==> src/rtl/ula_pkg.sv <==
// ---------------------------------------------------------------------------
// ula_pkg
// Shared definitions for the ULA execution controller: ULA operation codes,
// the controller state type and small helpers for writeback and carry rules.
// ---------------------------------------------------------------------------
package ula_pkg;

    localparam logic [3:0] ULA_PASS   = 4'd0;
    localparam logic [3:0] ULA_INC    = 4'd1;
    localparam logic [3:0] ULA_ADD    = 4'd2;
    localparam logic [3:0] ULA_ADDC1  = 4'd3;
    localparam logic [3:0] ULA_ADDNOT = 4'd4;
    localparam logic [3:0] ULA_SUB    = 4'd5;
    localparam logic [3:0] ULA_DEC    = 4'd6;
    localparam logic [3:0] ULA_MUL    = 4'd7;
    localparam logic [3:0] ULA_AND    = 4'd8;
    localparam logic [3:0] ULA_OR     = 4'd9;
    localparam logic [3:0] ULA_XOR    = 4'd10;
    localparam logic [3:0] ULA_NOT    = 4'd11;
    localparam logic [3:0] ULA_SHL    = 4'd12;
    localparam logic [3:0] ULA_SHR    = 4'd13;

    typedef enum logic [1:0] {
        IDLE  = 2'd0,
        EXEC  = 2'd1,
        MULHI = 2'd2
    } state_t;

    // Codes 14 and 15 are NOPs: no register write, flags untouched.
    function automatic logic writes_back(input logic [3:0] op);
        return (op <= ULA_SHR);
    endfunction

    // Carry source depends on the operation class; shifts report the bit
    // shifted out of the operand, logic ops and pass clear it.
    function automatic logic carry_of(input logic [3:0]  op,
                                      input logic [7:0]  a,
                                      input logic [15:0] s);
        logic c;
        c = 1'b0;
        if ((op >= ULA_INC) && (op <= ULA_DEC)) c = s[8];
        else if (op == ULA_MUL)                 c = |s[15:8];
        else if (op == ULA_SHL)                 c = a[7];
        else if (op == ULA_SHR)                 c = a[0];
        return c;
    endfunction

endpackage

==> src/rtl/ula_exec_ctrl_if.sv <==
// ---------------------------------------------------------------------------
// ula_exec_ctrl_if
// Instruction handshake bundle between an instruction source (master) and
// the execution controller (slave).
//   instr_valid  : instruction present (master -> slave)
//   instr_ready  : controller can accept (slave -> master)
//   instr_op     : ULA operation code
//   instr_rd     : destination register, also source of operand A
//   instr_rs     : source register for operand B
//   instr_imm_en : select immediate for operand B
//   instr_imm    : immediate operand
// ---------------------------------------------------------------------------
interface ula_exec_ctrl_if;

    logic       instr_valid;
    logic       instr_ready;
    logic [3:0] instr_op;
    logic [1:0] instr_rd;
    logic [1:0] instr_rs;
    logic       instr_imm_en;
    logic [7:0] instr_imm;

    modport master (
        output instr_valid, instr_op, instr_rd, instr_rs, instr_imm_en, instr_imm,
        input  instr_ready
    );

    modport slave (
        input  instr_valid, instr_op, instr_rd, instr_rs, instr_imm_en, instr_imm,
        output instr_ready
    );

endinterface

==> src/rtl/ula_regbank.sv <==
// ---------------------------------------------------------------------------
// ula_regbank
// 4 x 8-bit register bank with asynchronous active-high reset.
//   clk, rst   : clock, async reset (clears all registers)
//   we/waddr/wdata : single write port, written at the rising edge
//   raddr_a/rdata_a, raddr_b/rdata_b : operand read ports (combinational)
//   raddr_dbg/rdata_dbg              : debug read port (combinational)
// ---------------------------------------------------------------------------
module ula_regbank (
    input  logic       clk,
    input  logic       rst,
    input  logic       we,
    input  logic [1:0] waddr,
    input  logic [7:0] wdata,
    input  logic [1:0] raddr_a,
    input  logic [1:0] raddr_b,
    input  logic [1:0] raddr_dbg,
    output logic [7:0] rdata_a,
    output logic [7:0] rdata_b,
    output logic [7:0] rdata_dbg
);

    logic [7:0] regs [4];

    always_ff @(posedge clk or posedge rst) begin
        if (rst) begin
            for (int i = 0; i < 4; i++) regs[i] <= 8'h00;
        end else if (we) begin
            regs[waddr] <= wdata;
        end
    end

    assign rdata_a   = regs[raddr_a];
    assign rdata_b   = regs[raddr_b];
    assign rdata_dbg = regs[raddr_dbg];

endmodule

==> src/rtl/ula_exec_ctrl.sv <==
// ---------------------------------------------------------------------------
// ula_exec_ctrl
// Sequencing stage upstream of the 8-bit ULA. Accepts one instruction at a
// time, fetches operands from a 4 x 8 register bank or an immediate, drives
// the ULA inputs, then writes the ULA result back and updates Z/C. Multiply
// writes its high byte to the pair register (rd ^ 1) in an extra cycle.
//   clk, rst           : clock, async active-high reset
//   instr (slave)      : instruction handshake bundle
//   alu_a/alu_b/alu_sula : registered ULA inputs
//   alu_s              : ULA output [7:0] result, [8] carry, [15:8] product high
//   flag_z, flag_c     : zero / carry flags
//   done               : one-cycle pulse after the final write edge
//   dbg_sel/dbg_data   : combinational debug read of R[dbg_sel]
//
// state | meaning
// IDLE  | ready; latch operands and op on an accepted instruction
// EXEC  | ULA evaluating; write low byte and flags at the closing edge
// MULHI | write multiply high byte to rd ^ 1
// ---------------------------------------------------------------------------
module ula_exec_ctrl
    import ula_pkg::*;
(
    input  logic                  clk,
    input  logic                  rst,
    ula_exec_ctrl_if.slave        instr,
    output logic [7:0]            alu_a,
    output logic [7:0]            alu_b,
    output logic [3:0]            alu_sula,
    input  logic [15:0]           alu_s,
    output logic                  flag_z,
    output logic                  flag_c,
    output logic                  done,
    input  logic [1:0]            dbg_sel,
    output logic [7:0]            dbg_data
);

    state_t     state;
    logic [1:0] rd_q;
    logic [7:0] hi_q;

    logic       rf_we;
    logic [1:0] rf_waddr;
    logic [7:0] rf_wdata;
    logic [7:0] rf_rdata_a;
    logic [7:0] rf_rdata_b;

    assign instr.instr_ready = (state == IDLE);

    // The bank is written at the closing edge of EXEC (low byte) and of
    // MULHI (high byte into the pair register).
    assign rf_we    = ((state == EXEC) && writes_back(alu_sula)) || (state == MULHI);
    assign rf_waddr = (state == MULHI) ? (rd_q ^ 2'b01) : rd_q;
    assign rf_wdata = (state == MULHI) ? hi_q : alu_s[7:0];

    ula_regbank u_regbank (
        .clk       (clk),
        .rst       (rst),
        .we        (rf_we),
        .waddr     (rf_waddr),
        .wdata     (rf_wdata),
        .raddr_a   (instr.instr_rd),
        .raddr_b   (instr.instr_rs),
        .raddr_dbg (dbg_sel),
        .rdata_a   (rf_rdata_a),
        .rdata_b   (rf_rdata_b),
        .rdata_dbg (dbg_data)
    );

    always_ff @(posedge clk or posedge rst) begin
        if (rst) begin
            state    <= IDLE;
            alu_a    <= 8'h00;
            alu_b    <= 8'h00;
            alu_sula <= 4'h0;
            rd_q     <= 2'd0;
            hi_q     <= 8'h00;
            flag_z   <= 1'b0;
            flag_c   <= 1'b0;
            done     <= 1'b0;
        end else begin
            done <= 1'b0;
            case (state)
                IDLE: begin
                    if (instr.instr_valid) begin
                        alu_a    <= rf_rdata_a;
                        alu_b    <= instr.instr_imm_en ? instr.instr_imm : rf_rdata_b;
                        alu_sula <= instr.instr_op;
                        rd_q     <= instr.instr_rd;
                        state    <= EXEC;
                    end
                end
                EXEC: begin
                    if (writes_back(alu_sula)) begin
                        flag_z <= (alu_s[7:0] == 8'h00);
                        flag_c <= carry_of(alu_sula, alu_a, alu_s);
                    end
                    if (alu_sula == ULA_MUL) begin
                        hi_q  <= alu_s[15:8];
                        state <= MULHI;
                    end else begin
                        done  <= 1'b1;
                        state <= IDLE;
                    end
                end
                MULHI: begin
                    done  <= 1'b1;
                    state <= IDLE;
                end
                default: state <= IDLE;
            endcase
        end
    end

endmodule

==> src/flat_wrapper.sv <==
// flat-port wrapper written by rule: the top's interface ports become plain ports
module ula_exec_ctrl_flat import ula_pkg::*;
  (clk, rst, alu_a, alu_b, alu_sula, alu_s, flag_z, flag_c, done, dbg_sel, dbg_data, instr_instr_valid, instr_instr_op, instr_instr_rd, instr_instr_rs, instr_instr_imm_en, instr_instr_imm, instr_instr_ready);
  ula_exec_ctrl_if instr_i ();
  input  logic clk;
  input  logic rst;
  output logic [7:0] alu_a;
  output logic [7:0] alu_b;
  output logic [3:0] alu_sula;
  input  logic [15:0] alu_s;
  output logic flag_z;
  output logic flag_c;
  output logic done;
  input  logic [1:0] dbg_sel;
  output logic [7:0] dbg_data;
  input wire logic [$bits(instr_i.instr_valid)-1:0] instr_instr_valid;
  input wire logic [$bits(instr_i.instr_op)-1:0] instr_instr_op;
  input wire logic [$bits(instr_i.instr_rd)-1:0] instr_instr_rd;
  input wire logic [$bits(instr_i.instr_rs)-1:0] instr_instr_rs;
  input wire logic [$bits(instr_i.instr_imm_en)-1:0] instr_instr_imm_en;
  input wire logic [$bits(instr_i.instr_imm)-1:0] instr_instr_imm;
  output wire logic [$bits(instr_i.instr_ready)-1:0] instr_instr_ready;
  assign instr_i.instr_valid = instr_instr_valid;
  assign instr_i.instr_op = instr_instr_op;
  assign instr_i.instr_rd = instr_instr_rd;
  assign instr_i.instr_rs = instr_instr_rs;
  assign instr_i.instr_imm_en = instr_instr_imm_en;
  assign instr_i.instr_imm = instr_instr_imm;
  assign instr_instr_ready = instr_i.instr_ready;
  ula_exec_ctrl u_core (.clk(clk), .rst(rst), .instr(instr_i), .alu_a(alu_a), .alu_b(alu_b), .alu_sula(alu_sula), .alu_s(alu_s), .flag_z(flag_z), .flag_c(flag_c), .done(done), .dbg_sel(dbg_sel), .dbg_data(dbg_data));
endmodule
==> config.mk <==
export PLATFORM = sky130hd
export DESIGN_NAME = ula_exec_ctrl_flat
export DESIGN_NICKNAME = d
export VERILOG_FILES = /design/src/rtl/ula_pkg.sv /design/src/rtl/ula_exec_ctrl_if.sv /design/src/rtl/ula_regbank.sv /design/src/rtl/ula_exec_ctrl.sv /design/src/flat_wrapper.sv
export SDC_FILE = /design/constraint.sdc
export NUM_CORES = 1
export LEC_CHECK = 0
export CAP_MARGIN = 20
export CORE_MARGIN = 4
export CORE_UTILIZATION = 55
export DETAILED_ROUTE_END_ITERATION = 8
export PLACE_DENSITY = 0.85
export SETUP_SLACK_MARGIN = 0.2
export SLEW_MARGIN = 20
export SYNTH_ARGS = -nofsm -noshare
export SYNTH_HDL_FRONTEND = slang
export SYNTH_HIERARCHICAL = 1
export SYNTH_SLANG_ARGS = --single-unit
==> constraint.sdc <==
create_clock -name clk -period 3.26 [get_ports clk]
set_input_delay 0.815 -clock clk [delete_from_list [all_inputs] [get_ports clk]]
set_output_delay 0.815 -clock clk [all_outputs]
set_load 0.05 [all_outputs]
======== Yosys cells after proc, flatten, opt, wreduce, memory -nomap -nowiden ========
Index checks and enable logic that the tools add are counted.
word-level totals
  register bits after elaboration ......... 67
  input port bits ......................... 38
  output and inout port bits .............. 32
  logic and storage cells ................. 66
cells by class
  order comparisons ....................... 8
  equality and inequality tests ........... 6
  mux-type cells .......................... 24
  bitwise operators ....................... 5
  reductions and logical operators ........ 10
operators with widths
  cell                                                                    count
  8-bit two-way mux                                                       9
  8-bit binary-select mux with 2-bit select                               3
  32-bit bitwise mux                                                      1
  8-bit demux with 2-bit select                                           1
  3-bit >= comparator (second input constant)                             4
  2-bit NOT with 3-bit output                                             4
  4-bit equality test (second input constant)                             2
  8-bit zero test                                                         1
  8-bit OR reduction                                                      1
  1-bit two-way mux                                                       6
  2-bit AND reduction                                                     3
  4-bit by 3-bit equality test with 1-bit output (second input constant)  1
  4-bit by 1-bit >= comparator with 1-bit output (second input constant)  1
  4-bit by 3-bit <= comparator with 1-bit output (second input constant)  1
  4-bit <= comparator (second input constant)                             1
  2-bit two-way mux                                                       2
  2-bit one-hot mux with 2 select lines                                   1
  1-bit logical AND                                                       3
  3-bit by 1-bit < comparator with 1-bit output (second input constant)   1
  2-bit by 1-bit equality test with 1-bit output (second input constant)  1
  2-bit equality test (second input constant)                             1
  2-bit zero test                                                         1
  2-bit != test (second input constant)                                   1
  1-bit one-hot mux with 2 select lines                                   1
  other kinds (2)                                                         2

======== Longest topological paths before layout ========
Gate-level depths: netlist (run 1).
  word-level depth ........................ 8
  depth in mapped cells ................... 6
  depth with buffers taken out ............ 6

======== Modules after synthesis ========
The synthesis (run 1) kept the hierarchy.
modules (own cells, without submodules)
  module         times used  cells an instance  area an instance (µm²)  seq. area each (µm²)
  ula_regbank    1           99                 1786.7                  800.8
  ula_exec_ctrl  1           133                1646.6                  875.8

======== Worst setup path after synthesis (run 1) ========
OpenSTA, ideal clock, no wires.
  kind .................................... input port to output port
  from .................................... in dbg_sel[0]
  to ...................................... out dbg_data[0]
  data arrival time ....................... 1711 ps
  required time ........................... 2445 ps
  setup slack ............................. 734 ps
  cell stages on the path ................. 2
  path buffers ............................ 1
  cell sequence ........................... buf_2 -> mux4_2
on the way
  longest elaborated chain between the ends .. 4
ends and longest elaborated chain
  what                                                   line                text
  from (decl)                                            flat_wrapper.sv:14  input logic [1:0] dbg_sel;
  2-bit NOT with 3-bit output (implied by the code)      ula_regbank.sv:35   assign rdata_dbg = regs[raddr_dbg];
  8-bit binary-select mux with 2-bit select              ula_regbank.sv:35
  8-bit two-way mux (implied by the code) (2 in series)  ula_regbank.sv:35
  to (decl)                                              flat_wrapper.sv:15  output logic [7:0] dbg_data;
Every way passes these cells. The select of a mux whose other input is x is not followed.

======== Final worst setup path (run 1) ========
  from .................................... in dbg_sel[0]
  to ...................................... out dbg_data[3]
Same word-level chain as after synthesis.

==> qor.yml, run 1 <==
finish:
  seqCellArea_sq_um: 1680
  fillers: 386
  diodes: 0
  final_nets: 350
  multiInputGateArea_sq_um: 1680
  area_delta_synth_final_pct: 27.3
  drive_gt1_share_pct: 39.3
die:
  io_pins: 70
  die_h_um: 87.0
  initial_utilization_pct: 57.3
  dieArea_sq_um: 7570
  row_count: 28
  coreArea_sq_um: 5990
  dieWidth_um: 87.0
critical_path:
  critPathMaxFanout: 8
  required_ns: 2.44
  cp.arrival_ns: 2.18
  crit_path_end_kind: "output port"
  startpoint: "dbg_sel[0]"
  critPathTopFamily: "buffers and inverters"
  cp_cell_sequence: "clkdlybuf4s50_1 > buf_6 > mux4_2 > buf_4"
  critical_path.slowest_cell: "mux4_2"
  slowest_delay_ns: 0.53
  critPathKind: "input port to output port"
  crit_buf_inv: 3
  r2r_slack_ns: 0.95
  reg2regPathDepth: 5
  reg2reg_to: "u_core/u_regbank/regs[19]"
  cp-start-kind: "input port"
  r2r_start: "u_core/state[0]"
logic_synthesis:
  yosysUniqueCellTypes: 26
  yosysSeqAreaShare_pct: 48.8
  synthCells: 232
  avgSynthCellArea_sq_um: 14.8
  syn-num-nets: 274
  mappedNetlistArea_sq_um: 3430
  synth_warnings: 6
  ys_ff_latch: 67
global_route:
  antenna_found_initial: 0
  grt-ovfl-total: 0
  grt_pass1_vias: 2385
  grt_pass1_wl_mm: 12.3
  grt_max_degree: 36
  grt_use_total_pct: 22.1
timing:
  worst_slack_ns: 0.262
  drv_slew: 0
  hold_viol: 0
  relSlewSlack_pct: 40.7
  rsz0062_at_grt: "no"
  setup_viol: 0
  tightest_slew_ns: 0.887
  fmax_mhz: 334
  clock_skew_ns: 0.00986
  timing.final.crit_share_pct: 92.0
  period_minus_slack_ns: 3.00
  setup_tns_ns: 0
cts:
  cts_buffer_depth: 2
  clk_latency_ns: 0.34
  tritoncts: "yes"
  ctsRootBufferMaster: "clkbuf_8"
  path_clk_slew_ns: 0.06
  cts_buffers: 9
  cts_sinks: 67
  post-cts-setup-buffer-count: 0
  htree_levels: 3
placed_design:
  gp_congestion: 0.833
  place_hpwl_mm: 5.46
  portBuffers: 69
  dpl_worst_slack_ns: 0.192
drt:
  drc: 0
  wirelength_mm: 7.68
  via_per_inst: 5.76
  wire_per_inst_um: 19.8
  drt_first_iter_violations: 173
  drt-pass1-iter-count: 4
  drtAntennaViolNets: 0
  num_vias: 2235
min_path:
  min_path_cells: 2
  worstHoldPathType: "register to register"
  min_from: "u_core/alu_b[3]"
  hold_end: "u_core/alu_b[3]"
outcome:
  outcome: "finished clean"
pwr:
  p_leak_nw: 1.83
  peakVddDrop_mv: 0.598
  power_density_nw_per_um2: 1050
job:
  drv_cap: 0
-- sequential cells by signal (all words and copies together), names as in the netlist --
register,cells
u_core/flag_c,1
u_core/state,2
u_core/alu_sula,4
u_core/hi_q,8
u_core/alu_b,8
u_core/flag_z,1
u_core/rd_q,2
u_core/u_regbank/regs,32
u_core/alu_a,8
u_core/done,1
-- through the flow --
| step | instances | power [W] | util (%) | hold WS, ns | cell area [sq um] |
|---|---|---|---|---|---|
| 3_5_place_dp | 372 | 0.00400 | 70.1 | 0.471 | 4200 |
| 3_3_place_gp | 372 | 0.00393 | 70.1 | 0.463 | 4200 |
| 2_1_floorplan | 232 | 0.00329 | - | 0.474 | 3430 |
| 5_1_grt | 388 | 0.00485 | 73.0 | 0.506 | 4370 |
| 4_1_cts | 388 | 0.00463 | 72.9 | 0.486 | 4370 |
| 6_report | 388 | 0.00460 | 73.0 | 0.479 | 4370 |
-- cell families after synthesis --
| logic type | synth area share, % |
|---|---|
| buffers and inverters | 2.11 |
| AOI/OAI and AO/OA | 2.66 |
| and+or+nand+nor | 5.68 |
| xor gates and xnor gates | 0.255 |
| muxes | 39.0 |
| DFF | 48.8 |
| adders and majority gates | 1.46 |
-- synth_stat cells --
cell type	number	area share, %
nor4_1	4	0.73
nand2_4	1	0.33
nand2_1	15	1.6
nand3_1	1	0.15
or2_2	1	0.18
xor2_1	1	0.26
o21ai_0	10	1.5
nor2_2	1	0.18
buf_2	10	1.5
a21oi_1	3	0.44
nor3_1	1	0.15
a211oi_1	1	0.22
nand3_2	2	0.58
mux2i_1	10	2.9
clkbuf_1	1	0.11
dfrtp_1	67	49
mux2_2	62	20
mux4_2	24	16
ha_1	4	1.5
o31ai_1	1	0.22
nand3b_2	2	0.66
nand2b_1	2	0.36
inv_1	5	0.55
o32a_2	1	0.33
nor2b_1	1	0.18
nor3b_4	1	0.55
-- how the worst max path moves through the flow --
stage / to / depth (start not counted)
global placement: dbg_data[6] / 3
detailed placement: dbg_data[5] / 3
global route: dbg_data[3] / 4
finish: dbg_data[3] / 4
floorplan: dbg_data[0] / 2
CTS: dbg_data[3] / 4
-- area by class of cell --
type / instances / area share, %
timing repair buffer: 76 / 16.6
clock buffer: 14 / 3.72
inverter: 5 / 0.429
multi-input combinational: 149 / 38.5
tap: 75 / 2.15
clock inverter: 2 / 0.229
sequential: 67 / 38.4
-- metal layers --
| metal | up-vias | GRT usage, % | part of all wire (%) | wire [um] |
|---|---|---|---|---|
| met5 | - | 0 | 0 | 0 |
| met4 | 0 | 7.51 | 1.8 | 136 |
| met3 | 12 | 5.77 | 5.6 | 433 |
| met2 | 63 | 35.3 | 48 | 3710 |
| met1 | 1133 | 29.4 | 44 | 3400 |
| li1 | 1027 | - | - | - |
-- power by group --
| group | internal [W] | switching [W] | total (W) | leakage [nW] |
|---|---|---|---|---|
| sequential | 0.00125 | 0.000332 | 0.00158 | 0.796 |
| combinational | 0.00111 | 0.00130 | 0.00240 | 0.939 |
| clock | 0.000316 | 0.000298 | 0.000615 | 0.0905 |
-- cells in the final DEF (no fill, tap or decap), drive strengths merged --
cell           instances
clkdlybuf4s50         60
nor3                   1
nand2b                 2
clkinv                 2
dlygate4sd2            1
clkbuf                14
mux2i                 10
a211oi                 1
dfrtp                 67
ha                     4
o21ai                 10
xor2                   1
o31ai                  1
o32a                   1
nor2b                  1
mux4                  24
nand3b                 2
mux2                  62
nand2                 16
nor4                   4
a21oi                  3
nor3b                  1
buf                   15
or2                    1
nor2                   1
nand3                  3
inv                    5
-- worst min-delay path, cell delays in order (launching register included) --
cell and delay, ns:
dfrtp_1 0.34, nand2_1 0.05, o21ai_0 0.06
-- repair_timing --
action                     in CTS  in global routing
hold endpoints to repair        0                  0
pin swaps                       0                  0
hold buffers                    0                  0
resized for setup               1                  1
setup endpoints to repair       2                  2
(Power assumes the default switching activity.)
==> inputs of run 2 (changes only) <==
--- a/config.mk
+++ b/config.mk
@@ -9,7 +9,7 @@
 export CORE_MARGIN = 4
 export CORE_UTILIZATION = 55
 export DETAILED_ROUTE_END_ITERATION = 8
-export PLACE_DENSITY = 0.85
+export PLACE_DENSITY = 0.95
 export SETUP_SLACK_MARGIN = 0.2
 export SLEW_MARGIN = 20
 export SYNTH_ARGS = -nofsm -noshare
==> qor.yml, run 2 (synthesized netlist as in run 1, its figures left out) <==
outcome:
  outcome: "finished clean"
timing:
  worst_slack_ns: 0.231  # -0.0310 ns
  drv_slew: 0  # unchanged
  fmax_mhz: 330  # -1.0%
  timing.final.crit_share_pct: 92.9  # +0.95 points
  tightest_slew_ns: 0.879  # -0.00840 ns
  setup_tns_ns: 0  # unchanged
  setup_viol: 0  # unchanged
  clock_skew_ns: 0.00607  # -0.00379 ns
  relSlewSlack_pct: 41.3  # +0.56 points
  rsz0062_at_grt: "no"
  period_minus_slack_ns: 3.03  # +0.0310 ns
  hold_viol: 0  # unchanged
drt:
  num_vias: 2358  # +5.5%
  via_per_inst: 6.08  # +5.5%
  drtAntennaViolNets: 0  # unchanged
  wirelength_mm: 8.29  # +7.9%
  wire_per_inst_um: 21.4  # +7.9%
  drc: 0  # unchanged
  drt_first_iter_violations: 119  # -31%
  drt-pass1-iter-count: 6  # +2
pwr:
  p_leak_nw: 1.83  # +0.50%
  peakVddDrop_mv: 0.747  # +25%
  power_w: 0.00478  # +3.9%
  power_density_nw_per_um2: 1080  # +2.9%
finish:
  fillers: 370  # -4.1%
  layoutNonFillerInstCount: 388  # unchanged
  regMostFlops: "u_core/u_regbank/regs"
  drive_gt1_share_pct: 40.3  # +0.96 points
  area_delta_synth_final_pct: 28.6
  final_common_cell: "dfrtp_1"
  diodes: 0  # unchanged
  design_area_sq_um: 4420  # +1.0%
  largest_reg_flops: 32  # unchanged
  final_nets: 350  # unchanged
  mostFrequentLayoutCells: "dfrtp_1, mux2_2, clkdlybuf4s50_1, mux4_2, nand2_1"
critical_path:
  required_ns: 2.44  # about the same
  startpoint: "dbg_sel[0]"
  r2r_slack_ns: 0.85  # -0.10 ns
  crit_end: "dbg_data[2]"
  crit_path_end_kind: "output port"
  critPathMaxFanout: 8  # unchanged
  reg2regPathDepth: 5  # unchanged
  cp-start-kind: "input port"
  r2r_start: "u_core/state[0]"
  critPathKind: "input port to output port"
  reg2reg_to: "u_core/u_regbank/regs[26]"
  cp.arrival_ns: 2.21  # +0.03 ns
die:
  initial_utilization_pct: 57.3  # unchanged
  coreArea_sq_um: 5990  # unchanged
  dieArea_sq_um: 7570  # unchanged
  dieWidth_um: 87.0  # unchanged
  die_h_um: 87.0  # unchanged
  io_pins: 70  # unchanged
  row_count: 28  # unchanged
cts:
  clk_latency_ns: 0.33  # about the same
  cts_buffers: 9  # unchanged
  htree_levels: 3  # unchanged
  cts_sinks: 67  # unchanged
  path_clk_slew_ns: 0.08  # +0.02 ns
  cts_buffer_depth: 2  # unchanged
  tritoncts: "yes"
  ctsRootBufferMaster: "clkbuf_8"
global_route:
  grt_max_degree: 33  # -8.3%
  grt-ovfl-total: 0  # unchanged
  grt_pass1_vias: 2610  # +9.4%
  antenna_found_initial: 0  # unchanged
  grt_pass1_wl_mm: 13.6  # +10%
  grt_use_total_pct: 24.2  # +2.1 points
placed_design:
  portBuffers: 69  # unchanged
  dp.cells: 372  # unchanged
  place_hpwl_mm: 5.70  # +4.4%
  placed_cell_area_sq_um: 4200  # unchanged
  gp_congestion: 0.860  # +3.2%
  dpl_worst_slack_ns: 0.195  # +0.00220 ns
min_path:
  worstHoldPathType: "register to register"
job:
  drv_cap: 0  # unchanged
## run 2: cell types whose count changed in the layout (fill, tap and decap cells not counted), sizes merged
| cell | before | now |
|---|---|---|
| clkbuf | 14 | 9 |
| dlygate4sd2 | 1 | 0 |
| clkinvlp | 0 | 3 |
| bufinv | 0 | 2 |
| clkdlybuf4s50 | 60 | 61 |
## run 2: what timing repair did
item	in CTS	in global routing
endpoints found under the setup margin	1	0
hold buffers	0	0
resized for setup	1	0
setup buffers	0	0
## run 2: worst min-delay path by stage
stage | start | to | slack (ns) | cells after the start
2_1_floorplan | u_core/hi_q[0] | u_core/hi_q[0] | 0.47 | 1
3_3_place_gp | u_core/alu_b[3] | u_core/alu_b[3] | 0.46 | 2
3_5_place_dp | u_core/alu_b[3] | u_core/alu_b[3] | 0.47 | 2
4_1_cts | u_core/alu_b[3] | u_core/alu_b[3] | 0.49 | 2
5_1_grt | u_core/flag_c | u_core/flag_c | 0.51 | 1
6_report | u_core/alu_b[3] | u_core/alu_b[3] | 0.49 | 2
## run 2: routing by layer
metal  GRT usage, %  share of wire, %
met2           39.3                49
met5              0                 0
met3           4.82               6.3
met1           30.7                41
met4           12.5               3.4
## run 2: critical path, cell delays in order
cell and delay (ns):
clkdlybuf4s50_1 0.48, buf_6 0.17, mux4_2 0.53, buf_4 0.21
## run 2: cell type report
| class | instances | area [sq um] | share of cell area, % |
|---|---|---|---|
| repair buffers | 76 | 727 | 16.5 |
| clock inverters | 7 | 92.6 | 2.10 |
| flip-flops and latches | 67 | 1680 | 38.0 |
| well taps | 75 | 93.8 | 2.12 |
| inverters | 5 | 18.8 | 0.425 |
| clock buffers | 9 | 124 | 2.80 |
| multi-input cells | 149 | 1680 | 38.1 |
## run 2: where the power goes
group,internal [W],switching (W)
clock network,0.000427,0.000325
logic,0.00111,0.00131
registers,0.00125,0.000354
total,0.00279,0.00199
## run 2: per-stage QoR
step,hold slack (ns),utilization (%)
after floorplan,0.474,-
after global placement,0.462,70.1
after detailed placement,0.471,70.1
after CTS,0.488,73.7
after global routing,0.512,73.7
final,0.486,73.7
